==> src/rtl/la_pkg.sv <==
`default_nettype none
// ============================================================================
// Module     : la_pkg
// Description: Shared constants and helpers for the sample delay line.
//              Holds the default WIDTH/DEPTH values and a ceil(log2())
//              function used to size the tap select and fill counter.
// Revision   : 1.0 - initial release
// ============================================================================
package la_pkg;

  localparam int DEFAULT_WIDTH = 8;
  localparam int DEFAULT_DEPTH = 16;

  // ceil(log2(value)); returns 1 for value <= 2 so a width is never zero.
  function automatic int clog2(input int value);
    int result;
    result = 0;
    while ((1 << result) < value) begin
      result = result + 1;
    end
    if (result < 1) begin
      result = 1;
    end
    return result;
  endfunction

endpackage : la_pkg
`default_nettype wire

==> src/rtl/delay_stage.sv <==
`default_nettype none
// ============================================================================
// Module     : delay_stage
// Description: One WIDTH-bit storage stage of the delay line.
//              Priority: nreset > clear > (en & preset) > (en) load > hold.
// Ports      : clk    - rising-edge clock
//              nreset - synchronous active-low reset
//              en     - load enable (also qualifies preset)
//              clear  - synchronous clear, independent of en
//              preset - active-high preset to all ones, qualified by en
//              d      - data in (previous stage or incoming sample)
//              q      - stored data
// Revision   : 1.0 - initial release
// ============================================================================
module delay_stage #(
  parameter int WIDTH = 8
) (
  input  logic             clk,
  input  logic             nreset,
  input  logic             en,
  input  logic             clear,
  input  logic             preset,
  input  logic [WIDTH-1:0] d,
  output logic [WIDTH-1:0] q
);

  // Power-up value matches the reset state.
  logic [WIDTH-1:0] data = '0;

  always_ff @(posedge clk) begin
    if (!nreset) begin
      data <= '0;
    end else if (clear) begin
      data <= '0;
    end else if (en) begin
      data <= preset ? {WIDTH{1'b1}} : d;
    end
  end

  assign q = data;

endmodule : delay_stage
`default_nettype wire

==> src/rtl/sample_delay_line.sv <==
`default_nettype none
// ============================================================================
// Module     : sample_delay_line
// Description: Tapped delay line of DEPTH WIDTH-bit stages with sample
//              enable, preset, flush, fill tracking and change detect.
// Ports      : clk    - rising-edge clock
//              nreset - synchronous active-low reset
//              en     - sample enable
//              prn    - active-low preset (qualified by en)
//              flush  - synchronous clear of stages, fill count and chg
//              d      - incoming sample
//              tap    - output stage select (delay = tap+1 enabled cycles)
//              q      - content of the selected stage (combinational)
//              valid  - selected stage holds a real sample
//              full   - every stage holds a real sample
//              chg    - last enabled sample differed from its predecessor
// Revision   : 1.0 - initial release
// ============================================================================
module sample_delay_line
  import la_pkg::*;
#(
  parameter  int WIDTH = DEFAULT_WIDTH,
  parameter  int DEPTH = DEFAULT_DEPTH,
  localparam int TAP_W = clog2(DEPTH)
) (
  input  logic             clk,
  input  logic             nreset,
  input  logic             en,
  input  logic             prn,
  input  logic             flush,
  input  logic [WIDTH-1:0] d,
  input  logic [TAP_W-1:0] tap,
  output logic [WIDTH-1:0] q,
  output logic             valid,
  output logic             full,
  output logic             chg
);

  localparam logic [TAP_W:0]   DEPTH_F  = (TAP_W + 1)'(DEPTH);
  localparam logic [TAP_W-1:0] LAST_TAP = TAP_W'(DEPTH - 1);

  // chain[0] is the incoming sample, chain[i+1] is stage[i].
  logic [DEPTH:0][WIDTH-1:0]   chain;
  logic [DEPTH-1:0][WIDTH-1:0] stages;
  logic                        preset;
  logic [TAP_W-1:0]            eff_tap;
  logic [TAP_W:0]              fill     = '0;
  logic                        chg_flag = 1'b0;

  assign chain[0] = d;
  assign stages   = chain[DEPTH:1];
  assign preset   = ~prn;

  for (genvar i = 0; i < DEPTH; i++) begin : g_stage
    delay_stage #(
      .WIDTH (WIDTH)
    ) u_stage (
      .clk    (clk),
      .nreset (nreset),
      .en     (en),
      .clear  (flush),
      .preset (preset),
      .d      (chain[i]),
      .q      (chain[i+1])
    );
  end

  // Out-of-range taps (only possible with non-power-of-2 DEPTH) clamp
  // to the last stage.
  always_comb begin
    eff_tap = tap;
    if ({1'b0, tap} >= DEPTH_F) begin
      eff_tap = LAST_TAP;
    end
  end

  assign q     = stages[eff_tap];
  assign valid = (fill > {1'b0, eff_tap});
  assign full  = (fill == DEPTH_F);
  assign chg   = chg_flag;

  // Fill count and change flag follow the same priority as the stages.
  // With fill==0 stage[0] holds no real sample, so no change is reported.
  always_ff @(posedge clk) begin
    if (!nreset) begin
      fill     <= '0;
      chg_flag <= 1'b0;
    end else if (flush) begin
      fill     <= '0;
      chg_flag <= 1'b0;
    end else if (en && !prn) begin
      fill     <= DEPTH_F;
      chg_flag <= 1'b0;
    end else if (en) begin
      if (fill != DEPTH_F) begin
        fill <= fill + 1'b1;
      end
      chg_flag <= (fill != '0) && (d != stages[0]);
    end
  end

endmodule : sample_delay_line
`default_nettype wire

==> config.mk <==
export PLATFORM = sky130hd
export DESIGN_NAME = sample_delay_line
export DESIGN_NICKNAME = d
export VERILOG_FILES = /design/src/rtl/la_pkg.sv /design/src/rtl/delay_stage.sv /design/src/rtl/sample_delay_line.sv
export SDC_FILE = /design/constraint.sdc
export NUM_CORES = 1
export LEC_CHECK = 0
export BUFFER_PORTS_ARGS = -buffer_cell sky130_fd_sc_hd__buf_4
export CAP_MARGIN = 20
export CORE_ASPECT_RATIO = 1.2
export CORE_MARGIN = 4
export CORE_UTILIZATION = 60
export DETAILED_ROUTE_END_ITERATION = 10
export GPL_ROUTABILITY_DRIVEN = 0
export PLACE_DENSITY = 0.89
export SYNTH_ARGS = -nofsm -noshare
export SYNTH_HDL_FRONTEND = slang
export SYNTH_SLANG_ARGS = --single-unit
export TNS_END_PERCENT = 1
==> constraint.sdc <==
create_clock -name clk -period 1.7 [get_ports clk]
set_input_delay 0.17 -clock clk [delete_from_list [all_inputs] [get_ports clk]]
set_output_delay 0.17 -clock clk [all_outputs]
set_load 0.02 [all_outputs]
* Yosys cells after proc, flatten, opt, wreduce, memory -nomap -nowiden
Index checks and enable logic that the tools add are counted.
** Cells by class
- Add/sub/neg operators :: 1
- Multiply operators :: 0
- Div/mod/pow operators :: 0
- $lt $le $gt $ge :: 2
- Equality and inequality tests :: 3
- Shift operators :: 0
- Muxes and demuxes :: 21
- Bitwise operators :: 1
- Reductions and logical operators :: 10
** Operators by type and width (count)
- two-way mux 8 bit :: 17
- binary-select mux 8 bit (select 4 bit) :: 1
- two-way mux 5 bit :: 3
- != test 8 bit :: 1
- adder 5 x 1 -> 5 bit (second input constant) :: 1
- equality test 5 bit (second input constant) :: 1
- > comparator 5 x 4 -> 1 bit :: 1
- < comparator 4 x 5 -> 1 bit (second input constant) :: 1
- != test 5 bit (second input constant) :: 1
- nonzero test 5 bit :: 1
- AND reduction 2 bit :: 2
- nonzero test 2 bit :: 2
- OR reduction 3 bit :: 1
- logical AND 1 bit :: 2
- OR reduction 2 bit :: 1
- zero test 1 bit :: 1
- inverter 1 bit :: 1
** Word-level totals
- Register bits :: 134
- Latch bits :: 0
- RAM bits :: 0
- Memory bits (read-only) :: 0
- Input bits :: 17
- Output and inout bits :: 11
- Memories :: 0

* Depth between registers and ports, before layout
- Word-level depth :: 4
- Depth in mapped cells :: 8
- Gate-level depth less buffers :: 6

* Modules after synthesis
From an unflattened synthesis, not the netlist that was laid out.
** Unflattened totals
- Cells, all modules :: 720
- Area, all modules :: 6936.7 µm²
** Modules (own cells, without submodules)
- delay_stage :: times used 16, cells an instance 37, area each 340.3 µm², sequential area each 160.2 µm²
- sample_delay_line :: times used 1, cells an instance 128, area each 1491.4 µm², sequential area each 120.1 µm²

* Least setup slack after synthesis
No wires, ideal clock.
- Path kind :: input to output
- Start :: input port tap[1]
- End :: output port valid
- Data arrival time :: 1688 ps
- Required time :: 1530 ps
- Slack :: -158 ps
- Cell stages on the path :: 8
- Buffers on the path :: 3
- Cells stage by stage :: buf_2 -> buf_4 -> buf_4 -> inv_1 -> ha_1 -> nand4_1 -> nand2_1 -> o21ai_0
** On the way
- Cells in the longest elaborated chain, start to end :: 1
** RTL lines
- start: declaration :: RTL line sample_delay_line.sv:32 : input logic [TAP_W-1:0] tap,
- > comparator 5 x 4 -> 1 bit :: RTL line sample_delay_line.sv:78 : assign valid = (fill > {1'b0, eff_tap});
- end: declaration :: RTL line sample_delay_line.sv:34 : output logic valid,
No other way between the ends.

* Final worst setup path
- Start :: input port tap[2]
- End :: output port q[4]
** On the way
- Cells in the longest elaborated chain, start to end :: 2
** RTL lines
- binary-select mux 8 bit (select 4 bit) :: RTL line sample_delay_line.sv:77 : assign q = stages[eff_tap];
- two-way mux 8 bit (implied by the code) :: RTL line sample_delay_line.sv:77
- end: declaration :: RTL line sample_delay_line.sv:33 : output logic [WIDTH-1:0] q,
No other way between the ends. The select of a mux whose other input is x is not followed.

==> summary.md <==
| Metric | Value |
|---|---|
| Num CTS Buffers | `17` |
| DRC | `0` |
| Leak | `2.62 nW` |
| Setup violators final | `9` |
| Pwr Density | `1080 mW/mm^2` |
| Status | `finished with violations` |
| Setup Skew | `0.00763 ns` |
| Number of synthesized register bits | `134` |
| Antenna violations before repair | `0` |
| CP Max Fanout | `8` |
| Beginning of the worst hold path | `d[4]` |
| Clock network power share | `0.459` |
| Iter 0 DRT Violations | `765` |
| HP Class | `input pin to flop` |
| Slew HR | `0.206` |
| Hpwl dp | `8.39 mm` |
| Combinational share of power | `0.104` |
| Reg2reg setup slack | `0.46 ns` |
| YS warnings | `0` |
| DR vias | `5392` |
| Pre-CTS WS | `-0.0321 ns` |
| Port buffer count | `27` |
| Final hold violations | `0` |
| First-pass GRT wire length | `25.8 mm` |
| Synth Instances | `690` |
| Max-cap viol count | `0` |
| Fmax | `0.530 GHz` |
| Cell count after placement | `796` |
| Via density | `6.47` |
| Core area | `0.0101 sq mm` |
| Pre-antenna DRT Iters | `7` |
| Die area | `0.0120 sq mm` |
| Hold path cells | `3` |
| Row count | `40` |
| Seq pwr share | `0.437` |
| Share of cells above drive strength 1 | `0.202` |
| Crit path required time | `1.53 ns` |
| Power Internal | `0.00589 W` |
| R2R depth | `6` |
| Worst r2r dst | `chg` |
| Crit-path cells | `buf_4 -> nor2_1 -> a22oi_2 -> nand2_2 -> buf_6` |
| Tcrit/Tclk final | `1.11` |
| CTS max path bufs | `2` |
| I/O pin count | `28` |
| Routed Antenna Nets | `0` |
| Slew @ Worst Pin | `1.19 ns` |
| Die Wd | `101 um` |
| Worst path max stage delay | `0.89 ns` |
| Crit-path slowest cell | `nor2_1` |
| Area grow syn2layout | `15.7%` |
| Net switching power | `0.00189 W` |
| Peak supply drop | `901 uV` |
| H-tree depth | `4` |
| Sw Ratio | `0.243` |
| Critical path class | `input pin to primary output` |
| Setup WS post-layout | `-0.187 ns` |
| Critical Path End Type | `primary output` |
| Crit path time final | `1.89 ns` |
| GRT Total Usage | `0.272` |
| Fillers | `632` |
| Hold endpoint | `g_stage[0].u_stage.q[4]` |
| Critical path arrival | `1.72 ns` |
| Pin count of the biggest net entering global routing | `125` |
| Post-layout nets | `718` |
| Non-Filler Instances | `834` |
| TritonCTS clock tree | `done` |
| Cell variety after synth | `29` |
| Synth Net Count | `713` |
| Post-Synthesis Cell Area | `0.00620 sq mm` |
| Ant diodes | `0` |
| Clock Sink Count | `134` |
| Register area share after synthesis | `0.433` |
| Grt total ovfl | `0` |
| Vias in the first global route | `5305` |
| Clock Latency Late Sink | `0.42 ns` |
| Clock root cell | `clkbuf_16` |
| Reg clk slew, reported paths | `0.05 ns` |
| Worst setup SP type | `input pin` |
| CP bufs+invs | `2` |
| Hold_buf cts | `0` |
| Failing checks | `negative setup slack` |
| Top cell family by delay on the critical path | `simple AND/OR/NAND/NOR gates` |
| Detailed Route WL | `15.7 mm` |
| Overall power | `0.00777 W` |
| Initial Util | `0.616` |
| Max-slew violation count | `0` |
| Die Y | `119 um` |
| Syn_area_per_cell | `8.98 sq um` |
| Avg WL per Cell | `18.8 um` |
| RSZ-0062 raised after global routing | `yes` |
| FF-to-FF Start | `fill[0]` |
## metal layers
metal,vias to the layer above,track usage,wire (um)
li1,2459,-,-
met3,82,0.0744,1170
met4,0,0.158,801
met2,279,0.450,7840
met1,2572,0.310,5850
met5,-,0,0
## through the flow
step / TNS, ns / area (sq um) / hold WS [ns] / utilization
2_1_floorplan: 0 / 6200 / 0.326 / -
3_3_place_gp: -0.0165 / 6500 / 0.429 / 0.647
3_5_place_dp: -0.0514 / 6500 / 0.439 / 0.647
4_1_cts: -1.23 / 7160 / 0.00179 / 0.711
5_1_grt: -1.77 / 7170 / 0.00886 / 0.713
6_report: -1.25 / 7170 / 0.0114 / 0.713
## sequential cells by signal, indices dropped and copies added (netlist names)
| register | cells |
|---|---|
| g_stage.u_stage.q | 128 |
| chg | 1 |
| fill | 5 |
## worst max path at each step
| stage | from | end | depth (start not counted) |
|---|---|---|---|
| 3_3_place_gp | tap[0] | q[7] | 6 |
| 5_1_grt | g_stage[2].u_stage.q[4] | q[4] | 4 |
| 2_1_floorplan | tap[1] | valid | 8 |
| 6_report | tap[2] | q[4] | 5 |
| 4_1_cts | g_stage[0].u_stage.q[2] | q[2] | 4 |
| 3_5_place_dp | tap[0] | q[4] | 6 |
## cell type report
cell class / instances / area [sq um] / area share
clock buffer: 23 / 478 / 0.0667
clock inverter: 9 / 100 / 0.0140
inverter: 128 / 480 / 0.0670
multi-input combinational: 364 / 2730 / 0.381
sequential: 134 / 2710 / 0.378
tap: 126 / 158 / 0.0220
timing repair buffer: 50 / 510 / 0.0712
## synthesized netlist by cell type, drive strengths merged
cell	count	area (sq um)
dfxtp	134	2680
inv	128	480
o21ai	123	616
a31oi	120	751
clkbuf	38	143
mux4	32	788
buf	26	166
a22oi	16	120
nor2	16	60.1
nand2	13	48.8
xnor2	9	78.8
o22ai	8	50.1
ha	6	75.1
a21oi	5	25.0
nand3	4	20.0
nand4	4	25.0
xor2	2	17.5
a21o	1	7.51
nand2b	1	6.26
nand4bb	1	11.3
nor2b	1	6.26
nor4b	1	8.76
o221a	1	11.3
## what timing repair did
action                                  CTS  global route
gates resized for setup                  51             4
endpoints found under the setup margin    9            10
pin swaps                                12             2
setup buffers                             5             1
## power by group through the flow
| stage | Clock [W] | Sequential [W] | Combinational (W) |
|---|---|---|---|
| after floorplan | 0 | 0.00341 | 0.000541 |
| after global placement | 0 | 0.00344 | 0.000692 |
| after detailed placement | 0 | 0.00345 | 0.000733 |
| after CTS | 0.00358 | 0.00339 | 0.000793 |
| after global routing | 0.00372 | 0.00341 | 0.000883 |
| final | 0.00357 | 0.00340 | 0.000810 |
## cell usage in the layout (no fill, tap or decap), types with 5 or more instances in the layout
cell / synthesis / routed
a22oi_1: 16 / 7
a22oi_2: 0 / 9
a31oi_1: 120 / 120
buf_12: 1 / 9
buf_4: 3 / 35
buf_6: 1 / 6
clkbuf_16: 0 / 17
clkinv_2: 0 / 5
dfxtp_1: 134 / 116
dfxtp_2: 0 / 15
ha_1: 6 / 6
inv_1: 128 / 127
mux4_2: 14 / 30
nand2_1: 13 / 11
nor2_1: 16 / 16
o21ai_0: 123 / 122
o22ai_1: 8 / 8
xnor2_1: 9 / 9
## worst reg2reg max path, stage by stage (launching register included)
cell and delay, ns:
dfxtp_2 0.33, inv_2 0.08, ha_1 0.16, nor4b_1 0.30, nor2_1 0.07, o21ai_0 0.08
a21oi_1 0.08
## cells by family after synthesis
| logic type | Yosys count | synth area share |
|---|---|---|
| compound gates | 274 | 0.255 |
| buf+inv | 192 | 0.127 |
| flops | 134 | 0.433 |
| simple gates | 41 | 0.0301 |
| mux | 32 | 0.127 |
| xor+xnor | 11 | 0.0155 |
| fa+ha+maj | 6 | 0.0121 |
Power figures use the tool's default switching activity.
